===== src/rtl/alu_seq_top_if.sv =====
// Request/result bus between a requester and the sequential ALU.
// The requester drives operands and opcode; the ALU returns ready, the registered results and the flags.
interface alu_seq_top_if #(
  parameter int unsigned DATA_WIDTH  = 16,
  parameter int unsigned ARITH_WIDTH = 2 * DATA_WIDTH
);
  logic signed [DATA_WIDTH-1:0]  A;
  logic signed [DATA_WIDTH-1:0]  B;
  logic [3:0]                    ALU_FUNC;
  logic                          IN_VALID;
  logic                          IN_READY;
  logic                          OUT_VALID;
  logic signed [ARITH_WIDTH-1:0] Arith_OUT;
  logic [DATA_WIDTH-1:0]         Logic_OUT;
  logic [1:0]                    CMP_OUT;
  logic [DATA_WIDTH:0]           SHIFT_OUT;
  logic                          Arith_Flag;
  logic                          Logic_Flag;
  logic                          CMP_Flag;
  logic                          SHIFT_Flag;
  logic                          ZERO_Flag;
  logic                          DIV_ERR;

  modport master (
    output A, B, ALU_FUNC, IN_VALID,
    input  IN_READY, OUT_VALID, Arith_OUT, Logic_OUT, CMP_OUT, SHIFT_OUT,
    input  Arith_Flag, Logic_Flag, CMP_Flag, SHIFT_Flag, ZERO_Flag, DIV_ERR
  );

  modport slave (
    input  A, B, ALU_FUNC, IN_VALID,
    output IN_READY, OUT_VALID, Arith_OUT, Logic_OUT, CMP_OUT, SHIFT_OUT,
    output Arith_Flag, Logic_Flag, CMP_Flag, SHIFT_Flag, ZERO_Flag, DIV_ERR
  );
endinterface


===== src/rtl/alu_seq_top.sv =====
// Sequential ALU: single-cycle arith/logic/compare/shift units plus a
// restoring divider that produces one quotient bit per cycle.
module alu_seq_top #(
  parameter int unsigned DATA_WIDTH  = 16,
  parameter int unsigned ARITH_WIDTH = 2 * DATA_WIDTH
) (
  input logic         CLK,
  input logic         RST,
  alu_seq_top_if.slave bus
);
  localparam int unsigned CW = $clog2(DATA_WIDTH + 1);
  localparam int unsigned UW = ARITH_WIDTH - DATA_WIDTH;

  typedef enum logic [1:0] {S_IDLE, S_DIV, S_DONE} state_t;

  state_t                        state_q;
  logic [DATA_WIDTH-1:0]         rem_q, quo_q, dvs_q;
  logic [CW-1:0]                 cnt_q;
  logic                          qneg_q, rneg_q;
  logic signed [ARITH_WIDTH-1:0] arith_q;
  logic [DATA_WIDTH-1:0]         logic_q;
  logic [1:0]                    cmp_q;
  logic [DATA_WIDTH:0]           shift_q;
  logic [3:0]                    flags_q;
  logic                          zero_q, err_q, valid_q;

  logic                          in_ready_c, transfer_c, is_div_c;
  logic signed [ARITH_WIDTH-1:0] ext_a, ext_b, nd_arith, div_res;
  logic [DATA_WIDTH-1:0]         nd_logic, abs_a, abs_b, rem_d, quo_d, quo_s, rem_s;
  logic [1:0]                    nd_cmp;
  logic [DATA_WIDTH:0]           nd_shift, rem_sh;
  logic [3:0]                    nd_flags;
  logic                          nd_zero, nd_err;

  // Ready is held low during reset so no transfer can be seen then.
  assign in_ready_c = RST && (state_q == S_IDLE);
  assign transfer_c = bus.IN_VALID && in_ready_c;
  assign is_div_c   = (bus.ALU_FUNC == 4'b0011);

  // Results of every op except an iterative divide, taken straight from the bus.
  always_comb begin
    ext_a    = ARITH_WIDTH'(bus.A);
    ext_b    = ARITH_WIDTH'(bus.B);
    nd_arith = '0;
    nd_logic = '0;
    nd_cmp   = '0;
    nd_shift = '0;
    nd_flags = '0;
    nd_err   = 1'b0;
    unique case (bus.ALU_FUNC[3:2])
      2'b00: begin
        nd_flags = 4'b0001;
        unique case (bus.ALU_FUNC[1:0])
          2'b00:   nd_arith = ext_a + ext_b;
          2'b01:   nd_arith = ext_a - ext_b;
          2'b10:   nd_arith = ext_a * ext_b;
          default: nd_err   = (bus.B == '0);
        endcase
      end
      2'b01: begin
        nd_flags = 4'b0010;
        unique case (bus.ALU_FUNC[1:0])
          2'b00:   nd_logic = bus.A & bus.B;
          2'b01:   nd_logic = bus.A | bus.B;
          2'b10:   nd_logic = ~(bus.A & bus.B);
          default: nd_logic = ~(bus.A | bus.B);
        endcase
      end
      2'b10: begin
        nd_flags = 4'b0100;
        unique case (bus.ALU_FUNC[1:0])
          2'b00:   nd_cmp = 2'd0;
          2'b01:   nd_cmp = (bus.A == bus.B) ? 2'd1 : 2'd0;
          2'b10:   nd_cmp = (bus.A > bus.B)  ? 2'd2 : 2'd0;
          default: nd_cmp = (bus.A < bus.B)  ? 2'd3 : 2'd0;
        endcase
      end
      default: begin
        nd_flags = 4'b1000;
        unique case (bus.ALU_FUNC[1:0])
          2'b00:   nd_shift = {1'b0, bus.A >> 1};
          2'b01:   nd_shift = {bus.A, 1'b0};
          2'b10:   nd_shift = {1'b0, DATA_WIDTH'(bus.B >>> 1)};
          default: nd_shift = {bus.B, 1'b0};
        endcase
      end
    endcase
    nd_zero = (nd_arith == '0) && (nd_logic == '0) && (nd_cmp == '0) && (nd_shift == '0);
  end

  // Restoring divider step on magnitudes; signs are reapplied on the final step.
  always_comb begin
    abs_a  = bus.A[DATA_WIDTH-1] ? DATA_WIDTH'(-bus.A) : DATA_WIDTH'(bus.A);
    abs_b  = bus.B[DATA_WIDTH-1] ? DATA_WIDTH'(-bus.B) : DATA_WIDTH'(bus.B);
    rem_sh = {rem_q, quo_q[DATA_WIDTH-1]};
    if (rem_sh >= {1'b0, dvs_q}) begin
      rem_d = DATA_WIDTH'(rem_sh - {1'b0, dvs_q});
      quo_d = {quo_q[DATA_WIDTH-2:0], 1'b1};
    end else begin
      rem_d = DATA_WIDTH'(rem_sh);
      quo_d = {quo_q[DATA_WIDTH-2:0], 1'b0};
    end
    quo_s   = qneg_q ? DATA_WIDTH'(-quo_d) : quo_d;
    rem_s   = rneg_q ? DATA_WIDTH'(-rem_d) : rem_d;
    div_res = {UW'($signed(rem_s)), quo_s};
  end

  always_ff @(posedge CLK or negedge RST) begin
    if (!RST) begin
      state_q <= S_IDLE;
      rem_q   <= '0;
      quo_q   <= '0;
      dvs_q   <= '0;
      cnt_q   <= '0;
      qneg_q  <= 1'b0;
      rneg_q  <= 1'b0;
      arith_q <= '0;
      logic_q <= '0;
      cmp_q   <= '0;
      shift_q <= '0;
      flags_q <= '0;
      zero_q  <= 1'b0;
      err_q   <= 1'b0;
      valid_q <= 1'b0;
    end else begin
      unique case (state_q)
        S_IDLE: begin
          if (transfer_c) begin
            if (is_div_c && (bus.B != '0)) begin
              state_q <= S_DIV;
              rem_q   <= '0;
              quo_q   <= abs_a;
              dvs_q   <= abs_b;
              cnt_q   <= '0;
              qneg_q  <= bus.A[DATA_WIDTH-1] ^ bus.B[DATA_WIDTH-1];
              rneg_q  <= bus.A[DATA_WIDTH-1];
            end else begin
              state_q <= S_DONE;
              arith_q <= nd_arith;
              logic_q <= nd_logic;
              cmp_q   <= nd_cmp;
              shift_q <= nd_shift;
              flags_q <= nd_flags;
              zero_q  <= nd_zero;
              err_q   <= nd_err;
              valid_q <= 1'b1;
            end
          end
        end
        S_DIV: begin
          rem_q <= rem_d;
          quo_q <= quo_d;
          cnt_q <= cnt_q + CW'(1);
          if (cnt_q == CW'(DATA_WIDTH - 1)) begin
            state_q <= S_DONE;
            arith_q <= div_res;
            logic_q <= '0;
            cmp_q   <= '0;
            shift_q <= '0;
            flags_q <= 4'b0001;
            zero_q  <= (div_res == '0);
            err_q   <= 1'b0;
            valid_q <= 1'b1;
          end
        end
        S_DONE: begin
          state_q <= S_IDLE;
          flags_q <= '0;
          zero_q  <= 1'b0;
          err_q   <= 1'b0;
          valid_q <= 1'b0;
        end
        default: state_q <= S_IDLE;
      endcase
    end
  end

  assign bus.IN_READY   = in_ready_c;
  assign bus.OUT_VALID  = valid_q;
  assign bus.Arith_OUT  = arith_q;
  assign bus.Logic_OUT  = logic_q;
  assign bus.CMP_OUT    = cmp_q;
  assign bus.SHIFT_OUT  = shift_q;
  assign bus.Arith_Flag = flags_q[0];
  assign bus.Logic_Flag = flags_q[1];
  assign bus.CMP_Flag   = flags_q[2];
  assign bus.SHIFT_Flag = flags_q[3];
  assign bus.ZERO_Flag  = zero_q;
  assign bus.DIV_ERR    = err_q;
endmodule


===== src/flat_wrapper.sv =====
// flat-port wrapper written by rule: the top's interface ports become plain ports
module alu_seq_top_flat 
#(
  parameter int unsigned DATA_WIDTH  = 16,
  parameter int unsigned ARITH_WIDTH = 2 * DATA_WIDTH
)
  (CLK, RST, bus_A, bus_B, bus_ALU_FUNC, bus_IN_VALID, bus_IN_READY, bus_OUT_VALID, bus_Arith_OUT, bus_Logic_OUT, bus_CMP_OUT, bus_SHIFT_OUT, bus_Arith_Flag, bus_Logic_Flag, bus_CMP_Flag, bus_SHIFT_Flag, bus_ZERO_Flag, bus_DIV_ERR);
  alu_seq_top_if #(.DATA_WIDTH(DATA_WIDTH), .ARITH_WIDTH(ARITH_WIDTH)) bus_i ();
  input logic CLK;
  input logic RST;
  input wire logic [$bits(bus_i.A)-1:0] bus_A;
  input wire logic [$bits(bus_i.B)-1:0] bus_B;
  input wire logic [$bits(bus_i.ALU_FUNC)-1:0] bus_ALU_FUNC;
  input wire logic [$bits(bus_i.IN_VALID)-1:0] bus_IN_VALID;
  output wire logic [$bits(bus_i.IN_READY)-1:0] bus_IN_READY;
  output wire logic [$bits(bus_i.OUT_VALID)-1:0] bus_OUT_VALID;
  output wire logic [$bits(bus_i.Arith_OUT)-1:0] bus_Arith_OUT;
  output wire logic [$bits(bus_i.Logic_OUT)-1:0] bus_Logic_OUT;
  output wire logic [$bits(bus_i.CMP_OUT)-1:0] bus_CMP_OUT;
  output wire logic [$bits(bus_i.SHIFT_OUT)-1:0] bus_SHIFT_OUT;
  output wire logic [$bits(bus_i.Arith_Flag)-1:0] bus_Arith_Flag;
  output wire logic [$bits(bus_i.Logic_Flag)-1:0] bus_Logic_Flag;
  output wire logic [$bits(bus_i.CMP_Flag)-1:0] bus_CMP_Flag;
  output wire logic [$bits(bus_i.SHIFT_Flag)-1:0] bus_SHIFT_Flag;
  output wire logic [$bits(bus_i.ZERO_Flag)-1:0] bus_ZERO_Flag;
  output wire logic [$bits(bus_i.DIV_ERR)-1:0] bus_DIV_ERR;
  assign bus_i.A = bus_A;
  assign bus_i.B = bus_B;
  assign bus_i.ALU_FUNC = bus_ALU_FUNC;
  assign bus_i.IN_VALID = bus_IN_VALID;
  assign bus_IN_READY = bus_i.IN_READY;
  assign bus_OUT_VALID = bus_i.OUT_VALID;
  assign bus_Arith_OUT = bus_i.Arith_OUT;
  assign bus_Logic_OUT = bus_i.Logic_OUT;
  assign bus_CMP_OUT = bus_i.CMP_OUT;
  assign bus_SHIFT_OUT = bus_i.SHIFT_OUT;
  assign bus_Arith_Flag = bus_i.Arith_Flag;
  assign bus_Logic_Flag = bus_i.Logic_Flag;
  assign bus_CMP_Flag = bus_i.CMP_Flag;
  assign bus_SHIFT_Flag = bus_i.SHIFT_Flag;
  assign bus_ZERO_Flag = bus_i.ZERO_Flag;
  assign bus_DIV_ERR = bus_i.DIV_ERR;
  alu_seq_top #(.DATA_WIDTH(DATA_WIDTH), .ARITH_WIDTH(ARITH_WIDTH)) u_core (.CLK(CLK), .RST(RST), .bus(bus_i));
endmodule

===== config.mk =====
export PLATFORM = sky130hd
export DESIGN_NAME = alu_seq_top_flat
export DESIGN_NICKNAME = d
export VERILOG_FILES = /design/src/rtl/alu_seq_top_if.sv /design/src/rtl/alu_seq_top.sv /design/src/flat_wrapper.sv
export SDC_FILE = /design/constraint.sdc
export NUM_CORES = 1
export LEC_CHECK = 0
export CORE_ASPECT_RATIO = 1.75
export CORE_MARGIN = 1.5
export CORE_UTILIZATION = 45
export DETAILED_ROUTE_END_ITERATION = 12
export SETUP_SLACK_MARGIN = 0.1
export SLEW_MARGIN = 20
export SYNTH_ARGS = -nofsm -noshare
export SYNTH_HDL_FRONTEND = slang
export SYNTH_SLANG_ARGS = --single-unit
export TNS_END_PERCENT = 10

===== constraint.sdc =====
create_clock -name CLK -period 6.55 [get_ports CLK]
set_input_delay 1.31 -clock CLK [delete_from_list [all_inputs] [get_ports CLK]]
set_output_delay 1.31 -clock CLK [all_outputs]
set_load 0.005 [all_outputs]

==> flow_summary.ini, run 1 <==
[die]
io_pins = 114
core-area_sq_mm = 0.04536
die_y_microns = 287.0
initial_core_util_pct = 45.71
dieArea_sq_mm = 0.04743
die_w_microns = 165.3
rows = 103

[clock_network]
clk-insertion-delay-late_ns = 0.45
cts_tree = done
cts.htree.levels = 4
cts_root_buf = clkbuf_16
cts_buffers = 17
clock_path_buffers = 2
path_clk_slew_ns = 0.07
cts_sinks = 131
ctsHoldBuffers = 0

[flow_run]
max-cap-violations = 0

[timing]
clock.fmax_ghz = 0.1249
finalCritPeriodShare_pct = 122.3
worstMarginPinSlew_ns = 1.095
worst_slack_ns = -1.459
hold_viol = 0
slew_violations = 0
holdWs_ns = 0.4820
grt_setup_unrepaired = true
period_minus_slack_ns = 8.009
setup_violations = 23
skew_ns = 0.01877
max-slew-margin-rel_pct = 26.78

[grt]
grt_pass1_wl_microns = 131400
antenna_found_initial = 1
grt_usage_pct = 38.06
grt_overflow = 0
grt_start_max_net_pins = 77
grt_pass1_vias = 21447

[synthesis]
yosysTopAreaCellShare_pct = 25.58
synth_common_cells = 299 x inv_1, 298 x nand2_1, 265 x fa_1, 221 x nor2_1, 158 x ha_1
synth_fp_nets = 2919
synth-adder-area-share_pct = 35.12
synth_edf_count = 0
synth_top_family_by_area = adder cells
synth_mux_area_share_pct = 2.576
ys_warn_count = 0
syn_inst = 2457
syn_avg_cell_area_sq_um = 8.440
synth_seq_cells = 131
syn_area_sq_mm = 0.02074
synthTopCellsByArea = fa_1 26%, dfrtp_1 16%, ha_1 9.5%
synth_compound_area_share_pct = 17.02
synth_top_cell_by_area = fa_1
synthSimpleGateAreaFrac_pct = 15.50
synth_cell_type_count = 84
synth_ff_type = dfrtp_1
synth_xor_xnor_area_share_pct = 5.406
synthArstFlopShare_pct = 100.0
ys_seq_area_share_pct = 15.81
post-synth-top-count-cell = inv_1

[run_status]
status = finished with violations
violations = setup timing

[placed_design]
hpwl_microns = 72120
port_buffers = 113
gp_congestion = 1.073

[worst_setup_path]
cp_max_fo = 8
crit_end = u_core.bus.ZERO_Flag
r2r_slack_ns = 0.67
critPathLaunch = bus_B[3]
crit_arrival_ns = 8.37
timing.rr.end = u_core.bus.ZERO_Flag
reg2regPathDepth = 18
criticalPathCategory = input pin to register
crit_path_end_kind = register
crit_required_ns = 6.91
rr_startpoint = u_core.quo_q[15]
cp-start-kind = input pin

[final_layout]
syn2layout_area_growth_pct = 28.03
fillerInstances = 4184
drive_above_1_share_pct = 20.43
nNetsFinal = 3298
multiInputGateArea_sq_mm = 0.01639
regArea_sq_mm = 0.003278

[route]
routed_wl_microns = 86990
drtAntennaViolNets = 0
viasPerCell = 5.842
drt_first_iter_violations = 1671
wl_per_cell_microns = 25.38
dr.pass1.iters = 5
vias = 20020
route.detailed.drc = 0

[min_path]
hp-class = register to register
cell type report:
| cell class | count | share of cell area, % |
|---|---|---|
| Clock buffer | 17 | 1.602 |
| Antenna cell | 1 | 0.009426 |
| Multi-Input combinational cell | 1868 | 61.75 |
| Timing Repair Buffer | 506 | 16.49 |
| Clock inverter | 15 | 0.5938 |
| Tap cell | 577 | 2.719 |
| Inverter | 312 | 4.496 |
| Sequential cell | 131 | 12.35 |
sequential cells by signal, summed over array words and instances (netlist names):
signal                count
u_core.rneg_q             1
u_core.bus.SHIFT_OUT     17
u_core.bus.Logic_OUT     16
u_core.bus.OUT_VALID      1
u_core.bus.Arith_OUT     32
u_core.qneg_q             1
u_core.flags_q            4
u_core.cnt_q              5
u_core.bus.ZERO_Flag      1
u_core.bus.DIV_ERR        1
u_core.quo_q             16
u_core.rem_q             16
u_core.dvs_q             16
u_core.bus.CMP_OUT        2
u_core.state_q            2
per-stage QoR:
stage          instance area, sq um  setup slack, ns  setup TNS [ns]  cells  utilization [%]
6_report                      26550           -1.459          -13.28   3427            58.53
5_1_grt                       26550           -1.646          -18.86   3426            58.52
4_1_cts                       26390           -1.360          -12.54   3426            58.18
3_5_place_dp                  24980           -2.465          -33.81   3370            55.06
3_3_place_gp                  24980           -2.329          -31.71   3370            55.06
2_1_floorplan                 20920           -1.111          -4.232   2457                -
how the worst min path moves through the flow:
stage                                   to        startpoint  slack [ns]  depth (start not counted)
after floorplan           u_core.dvs_q[15]  u_core.dvs_q[15]        0.44                          2
after global routing       u_core.cnt_q[4]   u_core.cnt_q[4]        0.50                          2
after detailed placement   u_core.cnt_q[4]   u_core.cnt_q[4]        0.47                          2
final                      u_core.cnt_q[4]   u_core.cnt_q[4]        0.48                          2
after CTS                  u_core.cnt_q[4]   u_core.cnt_q[4]        0.48                          2
after global placement     u_core.cnt_q[4]   u_core.cnt_q[4]        0.46                          2
cells by family (layout without fill, tap and decap cells):
kind of cell,count (synthesis),after routing
DFF,131,131
xor gates and xnor gates,128,128
other,0,1
muxes,49,49
adders and majority gates,423,423
buffers and inverters,458,850
and+or+nand+nor,721,721
AOI/OAI and AO/OA,547,547
placed cells by master (no fill, tap or decap), drive strengths merged, types with 26 or more instances in the layout:
cell,Yosys,routed
a22o,31,31
o22ai,47,47
inv,302,309
fa,265,265
nand3,32,32
buf,31,395
nand2,298,298
mux2i,44,44
a22oi,26,26
dfrtp,131,131
xnor2,89,89
xor2,39,39
nor2,222,222
o21ai,133,133
clkdlybuf4s50,0,96
a21oi,135,135
nor3,34,34
ha,158,158
metal layers:
| layer | global-route usage (%) | up-vias | routed length [microns] |
|---|---|---|---|
| li1 | - | 9000 | - |
| met1 | 38.42 | 9835 | 28920 |
| met3 | 5.166 | 355 | 4118 |
| met5 | 0 | - | 9 |
| met4 | 36.42 | 2 | 10280 |
| met2 | 66.03 | 828 | 43660 |
worst max-delay path: stages:
cell and delay (ns):
clkdlybuf4s50_1 0.44, buf_4 0.18, inv_8 0.09, nor2_1 0.07, fa_1 0.50, inv_1 0.07
fa_1 0.56, fa_1 0.44, fa_1 0.57, fa_1 0.43, fa_1 0.49, inv_1 0.07
ha_4 0.29, nand4_1 0.15, nor2_2 0.17, a31oi_4 0.13, buf_4 0.16, o41a_1 0.38
o31ai_2 0.26, a21oi_1 0.12, xor2_1 0.23, nor2_1 0.10, or4_1 0.52, or4b_4 0.52
o211ai_2 0.09
what timing repair did:
item                                    CTS  global route
gates resized for setup                 151            34
buffers inserted                         23             0
cloned                                    1             0
endpoints found under the setup margin   25            27
hold endpoints to repair                  0             0
pin swaps                                60            11
Power of run 1 is not shown: default switching activity piles up to over one toggle a cycle in this logic, so the estimate is an artifact.
==> inputs of run 2 (changes only) <==
--- a/config.mk
+++ b/config.mk
@@ -5,6 +5,7 @@
 export SDC_FILE = /design/constraint.sdc
 export NUM_CORES = 1
 export LEC_CHECK = 0
+export CAP_MARGIN = 10
 export CORE_ASPECT_RATIO = 1.75
 export CORE_MARGIN = 1.5
 export CORE_UTILIZATION = 45
==> results of run 2 <==
Final layout, timing and power as in run 1 (identical DEF).
Power of run 2 is left out for the same reason.
